[src/rtl/hazard_control_unit.sv]
// hazard_control_unit: load-use/redirect/cache-stall pipeline control, perf counters under HAZARD_PERF_CNT_EN
module hazard_control_unit #(
  parameter int PERF_CNT_WIDTH = 32
) (
  input  logic                      clk,
  input  logic                      rst,
  input  logic [4:0]                IFID_rs1,
  input  logic [4:0]                IFID_rs2,
  input  logic                      IFID_uses_rs1,
  input  logic                      IFID_uses_rs2,
  input  logic [4:0]                IDEX_rd,
  input  logic                      IDEX_mem_read,
  input  logic                      EX_redirect,
  input  logic                      imem_read,
  input  logic                      imem_resp,
  input  logic                      dmem_req,
  input  logic                      dmem_resp,
  output logic                      pc_load,
  output logic                      IFID_load,
  output logic                      IDEX_load,
  output logic                      EXMEM_load,
  output logic                      MEMWB_load,
  output logic                      IFID_flush,
  output logic                      IDEX_flush,
  output logic [PERF_CNT_WIDTH-1:0] perf_mem_stall,
  output logic [PERF_CNT_WIDTH-1:0] perf_load_use,
  output logic [PERF_CNT_WIDTH-1:0] perf_redirect
);
  logic ic_done_q, dc_done_q, ic_busy, dc_busy, mem_stall, load_use, adv;
  always_comb begin
    ic_busy    = imem_read & ~imem_resp & ~ic_done_q;
    dc_busy    = dmem_req & ~dmem_resp & ~dc_done_q;
    mem_stall  = ic_busy | dc_busy;
    load_use   = IDEX_mem_read & (IDEX_rd != 5'd0) &
                 ((IFID_uses_rs1 & (IFID_rs1 == IDEX_rd)) | (IFID_uses_rs2 & (IFID_rs2 == IDEX_rd)));
    adv        = ~rst & ~mem_stall;
    pc_load    = adv & (EX_redirect | ~load_use);
    IFID_load  = adv & (EX_redirect | ~load_use);
    IDEX_load  = adv;
    EXMEM_load = adv;
    MEMWB_load = adv;
    IFID_flush = adv & EX_redirect;
    IDEX_flush = adv & (EX_redirect | load_use);
  end
  always_ff @(posedge clk or posedge rst) begin
    if (rst) begin
      ic_done_q <= 1'b0;
      dc_done_q <= 1'b0;
    end else begin
      ic_done_q <= mem_stall ? (ic_done_q | imem_resp) : 1'b0;
      dc_done_q <= mem_stall ? (dc_done_q | dmem_resp) : 1'b0;
    end
  end
`ifdef HAZARD_PERF_CNT_EN
  localparam logic [PERF_CNT_WIDTH-1:0] ONE = PERF_CNT_WIDTH'(1);
  logic inc_ms, inc_lu, inc_rd;
  always_comb begin
    inc_ms = mem_stall & (perf_mem_stall != '1);
    inc_lu = ~mem_stall & ~EX_redirect & load_use & (perf_load_use != '1);
    inc_rd = ~mem_stall & EX_redirect & (perf_redirect != '1);
  end
  always_ff @(posedge clk or posedge rst) begin
    if (rst) begin
      perf_mem_stall <= '0;
      perf_load_use  <= '0;
      perf_redirect  <= '0;
    end else begin
      perf_mem_stall <= inc_ms ? perf_mem_stall + ONE : perf_mem_stall;
      perf_load_use  <= inc_lu ? perf_load_use + ONE : perf_load_use;
      perf_redirect  <= inc_rd ? perf_redirect + ONE : perf_redirect;
    end
  end
`else
  assign perf_mem_stall = '0;
  assign perf_load_use  = '0;
  assign perf_redirect  = '0;
`endif
endmodule

[config.mk]
export PLATFORM = sky130hd
export DESIGN_NAME = hazard_control_unit
export DESIGN_NICKNAME = d
export VERILOG_FILES = /design/src/rtl/hazard_control_unit.sv
export SDC_FILE = /design/constraint.sdc
export NUM_CORES = 1
export LEC_CHECK = 0
export ABC_AREA = 1
export BUFFER_PORTS_ARGS = -buffer_cell sky130_fd_sc_hd__buf_2
export CAP_MARGIN = 25
export CORE_ASPECT_RATIO = 1.1
export CORE_MARGIN = 2
export CORE_UTILIZATION = 25
export CTS_CLUSTER_SIZE = 25
export DETAILED_ROUTE_END_ITERATION = 8
export PLACE_DENSITY = 0.67
export SLEW_MARGIN = 20
export SYNTH_ARGS = -nofsm -noshare
export SYNTH_HDL_FRONTEND = slang
export SYNTH_SLANG_ARGS = --single-unit
[constraint.sdc]
create_clock -name clk -period 1.05 [get_ports clk]
set_input_delay 0.105 -clock clk [delete_from_list [all_inputs] [get_ports clk]]
set_output_delay 0.105 -clock clk [all_outputs]
set_load 0.01 [all_outputs]
=== Yosys cells after proc, flatten, opt, wreduce, memory -nomap -nowiden ===
Index checks and enable logic that the tools add are counted.

* Register bits: 2
* Bits of input ports: 25
* Output and inout bits: 103
* Logic and storage cells: 32

* Equal/unequal tests: 2
* Muxes and demuxes: 2
* Bitwise logic cells: 25
* Reductions and logical operators: 1

{| class="wikitable"
|+ Operators by type and width
! kind !! number
|-
| bitwise AND 1 bit || 12
|-
| equality test 5 bit || 2
|-
| NOT 1 bit || 7
|-
| bitwise OR 1 bit || 6
|-
| nonzero test 5 bit || 1
|-
| 2-to-1 mux 1 bit || 2
|}

=== Depth between registers and ports, before layout ===
* Word-level depth: 7
* Gate-level depth with buffers: 10
* Gate-level depth less buffers: 9

=== Worst setup path after synthesis ===
Ideal clock, no wire load.

* Kind: register to output
* Start point: register ic_done_q
* End point: output pc_load
* Data arrival time: 1.062 ns
* Data required time: 0.945 ns
* Path slack: -0.117 ns
* Stages on the path, launching flop included: 8
* Buffers on the path: 1
* Cells stage by stage: dfrtp_1 > nor2_1 > nand2_1 > nand3_1 > inv_1 > nand2_1 > nand2_1 > buf_4

* Word-level cells in the longest chain between the ends: 6

{| class="wikitable"
|+ Ends and longest elaborated chain
! element !! RTL line !! RTL
|-
| start, declared || 29 || <nowiki>logic ic_done_q, dc_done_q, ic_busy, dc_busy, mem_stall, load_use, adv;</nowiki>
|-
| start signal, assigned || 50 || <nowiki>ic_done_q <= mem_stall ? (ic_done_q | imem_resp) : 1'b0;</nowiki>
|-
| NOT 1 bit || 31 || <nowiki>ic_busy = imem_read & ~imem_resp & ~ic_done_q;</nowiki>
|-
| bitwise AND 1 bit || 31 ||
|-
| bitwise OR 1 bit || 33 || <nowiki>mem_stall = ic_busy | dc_busy;</nowiki>
|-
| NOT 1 bit || 36 || <nowiki>adv = ~rst & ~mem_stall;</nowiki>
|-
| bitwise AND 1 bit || 36 ||
|-
| named net EXMEM_load || 21 || <nowiki>output logic EXMEM_load,</nowiki>
|-
| bitwise AND 1 bit || n/a ||
|-
| end, declared || 18 || <nowiki>output logic pc_load,</nowiki>
|}

The timed path passes the listed nets, and every way through them passes these cells.

=== Worst setup path in the final report ===
* Start point: register ic_done_q
* End point: output IFID_load

* Word-level cells in the longest chain between the ends: 6

{| class="wikitable"
|+ Ends and longest elaborated chain
! element !! RTL line !! RTL
|-
| NOT 1 bit || 31 ||
|-
| bitwise AND 1 bit || 31 ||
|-
| bitwise OR 1 bit || 33 ||
|-
| NOT 1 bit || 36 ||
|-
| bitwise AND 1 bit || 36 ||
|-
| bitwise AND 1 bit || 38 || <nowiki>IFID_load = adv & (EX_redirect | ~load_use);</nowiki>
|-
| end, declared || 19 || <nowiki>output logic IFID_load,</nowiki>
|}

No other way between the ends.

==> run_results.csv <==
group,metric,value,unit
clock_tree,cts_buffers,3,
finish,post-route-cell-area,1060,sq um
clock_tree,clock_latency,200,ps
place,dpl_worst_slack,-51.3,ps
sta,layout_setup_ws,-248,ps
drt,vias,785,
sta,tns,-1370,ps
floorplan,rows,25,
finish,n_antenna_cell,0,
worst_setup_path,crit_slowest_cell,"dfrtp_1",
floorplan,core,4220,sq um
worst_setup_path,crit_required,940,ps
worst_setup_path,cp.arrival,1190,ps
synth,yosys_warnings,0,
sta,setup_viol,7,
outcome,failed_checks,"setup timing",
worst_setup_path,cp_top_family,"simple AND/OR/NAND/NOR gates",
finish,fillerInstances,494,
grt,grt_use_total,5.27,%
power,cellPowerDensity,712,nW/um^2
drt,drtIter0Drc,13,
clock_tree,cts_max_path_buffers,2,
floorplan,initial_utilization,25.7,%
drt,drt-pass1-iter-count,4,
place,dpl.cell_count,259,
finish,drive_gt1_share,24.2,%
synth,ys_seq_area_share,4.61,%
sta,fin_crit_sh,124,%
grt,grt_antenna_before_repair,0,
worst_setup_path,critPathKind,"flop to primary output",
power,p_leak,0.768,nW
clock_tree,cts_sinks,2,
finish,final_cells,265,
clock_tree,root_buffer,"clkbuf_8",
drt,avgViaCountPerCell,2.96,
synth,synthCells,175,
sta,rsz0062_at_grt,"yes",
power,totalPowerFinal,0.757,mW
worst_setup_path,critical_path.most_common_cell,"nand2_4",
sta,final.setup_skew,0.279,ps
clock_tree,cts_max_level,1,
place,place_congestion,0.696,
worst_setup_path,cpPeakStageDelay,360,ps
sta,hold_viol,0,
worst_setup_path,critPathCaptureType,"primary output",
worst_setup_path,critPathBufInv,2,
floorplan,fp.dieW,66.8,um
finish,final_nets,238,
worst_setup_path,worst-path-max-fanout,6,
place,place_area,948,sq um
grt,grt_pass1_vias,521,
drt,routed_wl,1.66,mm
worst_setup_path,start_kind,"flop",
synth,ys_seq_elements,2,
clock_tree,cts_tree,"built",
finish,final_util,25.2,%
drt,drcViolationCount,0,
hold_path,hold_path_class,"primary input to flop",
floorplan,die_h,73.1,um
place,port_buffers,31,
place,hpwl,1.50,mm
sta,clock.fmax,0.771,GHz
grt,grt-ovfl-total,0,
synth,synth_area,1080,sq um
grt,grt_pass1_wl,1.98,mm
drt,wl_per_cell,6.25,um
outcome,status,"complete, but fails checks",
synth,synth_area_per_cell,6.20,sq um
sta,maxSlewViolCount,0,
run,maxCapViolCount,0,
power,vdd_drop_max,0.000217,V
finish,syn2layout_area_growth,-1.96,%
grt,grt_start_max_net_pins,7,
synth,yosysUniqueCellTypes,12,
floorplan,die_area,4880,sq um
sta,hold-worst-slack,159,ps
drt,detail-route-antenna-nets,0,
sta,finalCriticalPeriod,1300,ps
clock_tree,clkTransAtPathRegs,30,ps
worst_setup_path,crit_chain,"nor2_2 > nand2_1 > nand3_2 > inv_4 > nand2_4 > nand2_4 > buf_6",
floorplan,ioPinCount,128,
-- layout make-up --
type	count	area [sq um]	share of cell area, %
Sequential cell	2	50.0	4.71
Tap cell	54	67.6	6.35
Clock buffer	3	41.3	3.88
Multi-Input combinational cell	149	606	56.9
Timing Repair Buffer	37	221	20.8
Inverter	20	77.6	7.29
-- cell families after synthesis --
kind of cell	synth area share, %
AO/OA/AOI/OAI	0.922
other	0.346
buffers and inverters	75.4
AND/OR/NAND/NOR	18.7
flip-flops	4.61
-- registers in the layout, summed over array words and instances, names as in the netlist --
register / count
dc_done_q: 1
ic_done_q: 1
-- layout by cell type, fill, tap and decap left out, drive strengths merged --
master and n:
a21oi 1, buf 36, clkbuf 3, conb 96, dfrtp 2, dlygate4sd3 1, inv 20, nand2 35
nand3 5, nand4 1, nor2 10, o21ai 1
-- metal layers --
metal	vias to the layer above	part of all wire (%)	GRT usage [%]
li1	391	-	-
met1	332	32	5.77
met2	62	54	9.67
met3	0	14	1.23
met4	0	0	2.04
met5	-	0	0
-- cells in the mapped netlist --
| master | number | area share, % |
|---|---|---|
| buf_4 | 99 | 69 |
| nand2_1 | 35 | 12 |
| inv_1 | 17 | 5.9 |
| nor2_1 | 9 | 3.1 |
| nand3_1 | 5 | 2.3 |
| inv_2 | 3 | 1.0 |
| dfrtp_1 | 2 | 4.6 |
| a21oi_1 | 1 | 0.46 |
| conb_1 | 1 | 0.35 |
| nand4_1 | 1 | 0.58 |
| nor2_2 | 1 | 0.58 |
| o21ai_0 | 1 | 0.46 |
-- worst paths after layout --
path,end,start,slack [ps],depth (start not counted)
setup / recovery,IFID_load,ic_done_q,-250,7
hold / removal,dc_done_q,dmem_resp,160,3
setup reg to reg,ic_done_q,ic_done_q,120,5
hold reg to reg,dc_done_q,dc_done_q,520,2
max in group asynchronous,ic_done_q,rst,600,3
min in group asynchronous,dc_done_q,rst,330,3
-- power by group --
group / internal (mW) / switching [mW] / total [mW]
clock network: 0.241 / 0.0498 / 0.291
logic: 0.112 / 0.272 / 0.383
registers: 0.0813 / 0.00114 / 0.0824
-- tightest hold or removal path, cell delays in order --
cell and delay (ps):
buf_2 90, inv_1 60, a21oi_1 60
-- what timing repair did --
action                     4_1_cts  5_1_grt
setup endpoints to repair        7        7
hold buffers                     1        0
pin swaps                        4        3
hold endpoints to repair         2        0
gates resized for setup          0       11
setup buffers                    1        1
Power figures use the tool's default switching activity.
